## src/rtl/fft_adder_arbiter.sv

```systemverilog
// Round-robin arbiter sharing one single-cycle FP16 adder among N_REQ FFT requesters.
// Optional macro FFT_ADDER_ARB_OVF_STICKY_EN adds per-requester sticky overflow status.
module fft_adder_arbiter #(
  parameter int unsigned N_REQ  = 4,
  parameter int unsigned DATA_W = 16
) (
  input  logic                    clk,
  input  logic                    rst,
  input  logic [N_REQ-1:0]        req_valid,
  input  logic [N_REQ*DATA_W-1:0] req_a,
  input  logic [N_REQ*DATA_W-1:0] req_b,
  output logic [N_REQ-1:0]        req_ready,
  output logic                    add_valid,
  output logic [DATA_W-1:0]       add_a,
  output logic [DATA_W-1:0]       add_b,
  input  logic [DATA_W-1:0]       add_res,
  input  logic                    add_ovf,
  input  logic                    add_res_vld,
  output logic [N_REQ-1:0]        resp_valid,
  output logic [DATA_W-1:0]       resp_data,
  output logic                    resp_ovf,
  output logic [15:0]             issue_cnt,
`ifdef FFT_ADDER_ARB_OVF_STICKY_EN
  input  logic [N_REQ-1:0]        ovf_clr,
  output logic [N_REQ-1:0]        ovf_status,
`endif
  output logic                    proto_err
);

  localparam int unsigned IDX_W = (N_REQ > 1) ? $clog2(N_REQ) : 1;
  localparam int unsigned CNT_W = 16;

  logic [IDX_W-1:0]  last_gnt_q, last_gnt_d;
  logic [IDX_W-1:0]  tag_q, tag_d;
  logic              tag_vld_q, tag_vld_d;
  logic [CNT_W-1:0]  issue_cnt_q, issue_cnt_d;
  logic [N_REQ-1:0]  resp_valid_q, resp_valid_d;
  logic [DATA_W-1:0] resp_data_q, resp_data_d;
  logic              resp_ovf_q, resp_ovf_d;
  logic              proto_err_q, proto_err_d;
  logic [IDX_W-1:0]  gnt_idx_c;
  logic [IDX_W-1:0]  cand_c;
  logic              gnt_any_c;
  logic              ret_c;

  // Rotating-priority search starting just after the last winner.
  always_comb begin
    gnt_idx_c = '0;
    gnt_any_c = 1'b0;
    cand_c    = '0;
    for (int unsigned k = 1; k <= N_REQ; k++) begin
      cand_c = IDX_W'((32'(last_gnt_q) + k) % N_REQ);
      if (!gnt_any_c && req_valid[cand_c]) begin
        gnt_any_c = 1'b1;
        gnt_idx_c = cand_c;
      end
    end
    if (rst) begin
      gnt_any_c = 1'b0;
    end
  end

  always_comb begin
    req_ready = '0;
    add_a     = '0;
    add_b     = '0;
    if (gnt_any_c) begin
      req_ready = N_REQ'(1) << gnt_idx_c;
    end
    for (int unsigned i = 0; i < N_REQ; i++) begin
      if (gnt_any_c && (gnt_idx_c == IDX_W'(i))) begin
        add_a = req_a[i*DATA_W +: DATA_W];
        add_b = req_b[i*DATA_W +: DATA_W];
      end
    end
  end

  assign add_valid = gnt_any_c;

  // A result is only attributable when the tag from the previous cycle is live.
  always_comb begin
    ret_c        = add_res_vld & tag_vld_q;
    last_gnt_d   = gnt_any_c ? gnt_idx_c : last_gnt_q;
    tag_vld_d    = gnt_any_c;
    tag_d        = gnt_any_c ? gnt_idx_c : tag_q;
    issue_cnt_d  = issue_cnt_q + CNT_W'(gnt_any_c);
    resp_valid_d = ret_c ? (N_REQ'(1) << tag_q) : '0;
    resp_data_d  = ret_c ? add_res : resp_data_q;
    resp_ovf_d   = ret_c ? add_ovf : resp_ovf_q;
    proto_err_d  = proto_err_q | (add_res_vld & ~tag_vld_q);
  end

  always_ff @(posedge clk) begin
    if (rst) begin
      last_gnt_q   <= IDX_W'(N_REQ - 1);
      tag_q        <= '0;
      tag_vld_q    <= 1'b0;
      issue_cnt_q  <= '0;
      resp_valid_q <= '0;
      resp_data_q  <= '0;
      resp_ovf_q   <= 1'b0;
      proto_err_q  <= 1'b0;
    end else begin
      last_gnt_q   <= last_gnt_d;
      tag_q        <= tag_d;
      tag_vld_q    <= tag_vld_d;
      issue_cnt_q  <= issue_cnt_d;
      resp_valid_q <= resp_valid_d;
      resp_data_q  <= resp_data_d;
      resp_ovf_q   <= resp_ovf_d;
      proto_err_q  <= proto_err_d;
    end
  end

  assign resp_valid = resp_valid_q;
  assign resp_data  = resp_data_q;
  assign resp_ovf   = resp_ovf_q;
  assign issue_cnt  = issue_cnt_q;
  assign proto_err  = proto_err_q;

`ifdef FFT_ADDER_ARB_OVF_STICKY_EN
  logic [N_REQ-1:0] ovf_status_q, ovf_status_d;

  // Set tracks the response being registered this edge; set beats clear.
  always_comb begin
    ovf_status_d = (ovf_status_q & ~ovf_clr) | (resp_valid_d & {N_REQ{resp_ovf_d}});
  end

  always_ff @(posedge clk) begin
    if (rst) begin
      ovf_status_q <= '0;
    end else begin
      ovf_status_q <= ovf_status_d;
    end
  end

  assign ovf_status = ovf_status_q;
`endif

endmodule

```

## config.mk

```make
export PLATFORM = sky130hd
export DESIGN_NAME = fft_adder_arbiter
export DESIGN_NICKNAME = d
export VERILOG_FILES = /design/src/rtl/fft_adder_arbiter.sv
export SDC_FILE = /design/constraint.sdc
export NUM_CORES = 1
export LEC_CHECK = 0
export BUFFER_PORTS_ARGS = -buffer_cell sky130_fd_sc_hd__buf_2
export CAP_MARGIN = 5
export CORE_AREA = 2 2 88 90
export DETAILED_ROUTE_END_ITERATION = 10
export DIE_AREA = 0 0 90 92
export MAX_ROUTING_LAYER = met4
export PLACE_DENSITY = 0.77
export SETUP_SLACK_MARGIN = 0.2
export SLEW_MARGIN = 20
export SYNTH_ARGS = -nofsm -noshare
export SYNTH_HDL_FRONTEND = slang
export SYNTH_SLANG_ARGS = --single-unit
export TNS_END_PERCENT = 50
```

## constraint.sdc

```tcl
create_clock -name clk -period 2.7 [get_ports clk]
set_input_delay 0.27 -clock clk [delete_from_list [all_inputs] [get_ports clk]]
set_output_delay 0.27 -clock clk [all_outputs]
set_load 0.02 [all_outputs]
```

==> impl_metrics.json <==
{
  "status": "finished clean",
  "r2r_cells": 7,
  "final_cell_count_no_fill": 639,
  "cts.sinks": 43,
  "crit_top_cell": "buf_12",
  "start_util": 0.3555,
  "finalPower_mw": 1.914,
  "synth_top_area_share": 0.3251,
  "most-common-layout-cells": "buf_2 (226), mux2i_1 (65), dfxtp_1 (42), nand2_1 (40), o22ai_1 (27)",
  "fin_crit_sh": 0.8521,
  "path_max_fanout": 20,
  "r2r-start": "issue_cnt[0]$_SDFF_PP0_",
  "portBuffers": 226,
  "synthesis.nets": 464,
  "grtUsageTotal": 0.1981,
  "num_vias": 3146,
  "crit_start": "last_gnt_q[1]$_SDFFE_PP1P_",
  "synth_ff_type": "dfxtp_1",
  "routedWlPerCell_um": 13.33,
  "maxCapViolCount": 0,
  "maxSlewViolCount": 0,
  "synth_top_area_cell": "dfxtp_1",
  "ys_types": 37,
  "crit_slowest_cell": "dfxtp_2",
  "firstDrtPassIters": 4,
  "critical_path.max_stage_delay_ns": 0.39,
  "drc_errors": 0,
  "skew_ns": 0.007357,
  "areaGrowthSynthToFinish_pct": 53.12,
  "rows": 32,
  "routed_wl_mm": 8.521,
  "hold_buffers": 0,
  "setup_tns_ns": 0,
  "cp-start-kind": "register",
  "synth_edf_count": 0,
  "die_y_um": 92,
  "grt_overflow_total": 0,
  "syn_inst": 310,
  "antenna_found_initial": 1,
  "min_path_type": "in -> reg",
  "slew_headroom": 0.5521,
  "ctsHtreeMaxLevel": 2,
  "grt_pass1_wl_mm": 13.38,
  "synth_area_leaders": "dfxtp_1 (33%), mux2i_1 (25%), o22ai_1 (6.4%)",
  "clk_pin_slew_ns": 0.09,
  "crit_chain": "nand2b_1 > a21boi_1 > o21ai_4 > buf_12 > buf_12 > mux2i_1 > o22ai_1 > buf_2",
  "setup-violations-final": 0,
  "tritoncts": "built",
  "setup.worst_path.end": "add_b[0]",
  "die_w_um": 90,
  "required_ns": 2.43,
  "p_per_area_mw_per_mm2": 472.2,
  "end_kind": "primary output",
  "p_leak_nw": 2.128,
  "clock_path_buffers": 2,
  "critical_path_arrival_ns": 2.03,
  "drt_iter0_markers": 80,
  "async_flop_share": 0,
  "pre_cts_slack_ns": 0.4321,
  "drive_gt1_frac": 0.4869,
  "die_area_sq_mm": 0.008280,
  "syn_area_per_cell_sq_um": 8.540,
  "r2r_end": "issue_cnt[12]$_SDFF_PP0_",
  "final_nets": 689,
  "ioPinCount": 227,
  "placed_cells": 628,
  "grt_start_max_net_pins": 46,
  "ant_nets": 0,
  "fin_util": 0.5444,
  "worst_pin_slew_ns": 0.6702,
  "max_freq_mhz": 434.7,
  "rrSetupSlack_ns": 0.98,
  "path_buf_inv": 3,
  "rsz0062_at_grt": "false",
  "vias_per_cell": 4.923,
  "core_area_sq_mm": 0.007447,
  "clk_root_buffer_cell": "clkbuf_8",
  "grt_pass1_vias": 3016,
  "cts_buffers": 5,
  "path_depth": 8,
  "clk_latency_ns": 0.29,
  "synth_area_sq_mm": 0.002648,
  "hold_viol": 0,
  "finalWeightedCongestion": 0.7745,
  "yosys_warnings": 0,
  "seq_area_frac_synth": 0.3251,
  "ys_ff_latch": 43,
  "fin_crit_ns": 2.301,
  "worstSetupPathType": "reg -> out",
  "ir_worst_vdd_v": 0.0002299,
  "dp_hpwl_mm": 6.933,
  "setup_ws_ns": 0.3994,
  "final_common_cell": "buf_2",
  "crit_family": "buffers and inverters"
}
[power by group]
part	switching (mW)	leakage [nW]	total (mW)	internal, mW
clock	0.219	0.0618	0.523	0.304
combinational	0.383	1.72	0.715	0.332
sequential	0.0173	0.350	0.676	0.659
[registers in the layout (all words and copies together), names as in the netlist]
signal / cells
last_gnt_q: 2
issue_cnt: 16
tag_vld_q: 1
resp_ovf: 1
tag_q: 2
resp_valid: 4
resp_data: 16
proto_err: 1
[area by class of cell]
type	count	area, sq um
fillers	709	3393
multi-input cells	240	1649
repair buffers	243	1284
flip-flops and latches	43	862.1
well taps	102	127.6
clock buffers	6	82.58
clock inverters	2	38.79
inverters	2	7.507
diodes	1	2.502
[synth_stat cells, types with 2 or more instances]
cell / n
ha_1: 2
mux2i_1: 65
buf_4: 6
nand3_1: 7
nor2_1: 21
nor4b_1: 2
nand2b_1: 6
and2_1: 2
xnor2_1: 3
a21oi_1: 26
inv_1: 2
o21ai_0: 4
dfxtp_1: 43
o22ai_2: 5
nor2b_1: 4
buf_2: 5
and3_1: 2
xor2_1: 6
nand2_1: 40
o22ai_1: 27
clkbuf_1: 12
or3_1: 4
nor3_1: 2
[worst register-to-register path, delay by kind of cell, from the launching register on]
family / cells / cell delay, ns
XOR/XNOR: 1 / 0.11
adder cells (fa/ha/maj): 2 / 0.40
AND/OR/NAND/NOR: 4 / 0.74
flip-flops: 1 / 0.34
[how the worst min path moves through the flow]
stage,startpoint,endpoint,depth (start not counted)
final,add_res[9],resp_data[9]$_SDFFE_PP0P_,3
after floorplan,req_valid[2],tag_vld_q$_SDFF_PP0_,2
after global routing,add_res[15],resp_data[15]$_SDFFE_PP0P_,3
after detailed placement,resp_data[5]$_SDFFE_PP0P_,resp_data[5]$_SDFFE_PP0P_,2
after global placement,resp_data[5]$_SDFFE_PP0P_,resp_data[5]$_SDFFE_PP0P_,2
after CTS,add_res[9],resp_data[9]$_SDFFE_PP0P_,3
[through the flow]
stage	cell area (sq um)	hold slack [ns]
finish	4054	0.2088
global route	4054	0.1997
CTS	4050	0.2019
detailed placement	3901	0.4453
global placement	3901	0.4378
floorplan	2648	0.4047
[kinds of logic after synthesis]
kind of cell               Yosys count  synth area share
buffers and inverters               27           0.05623
AOI/OAI and AO/OA                   69            0.1640
adders and majority gates            2          0.009450
DFF                                 43            0.3251
xor gates and xnor gates             9           0.02977
muxes                               65            0.2457
and+or+nand+nor                     95            0.1697
[metal layers]
| metal | vias to the layer above | global-route usage | wire length (um) |
|---|---|---|---|
| met5 | - | - | 0 |
| met1 | 1449 | 0.2273 | 3511 |
| met2 | 118 | 0.3609 | 4442 |
| met4 | 0 | 0.06538 | 196 |
| li1 | 1562 | - | - |
| met3 | 17 | 0.02219 | 371 |
[what timing repair did]
action | 4_1_cts | 5_1_grt
setup endpoints to repair | 5 | 1
pin swaps | 1 | 0
gates resized for setup | 0 | 1
setup buffers | 2 | 0
endpoints found under the hold margin | 0 | 0
Note: power is estimated with default switching activity, not from simulation.
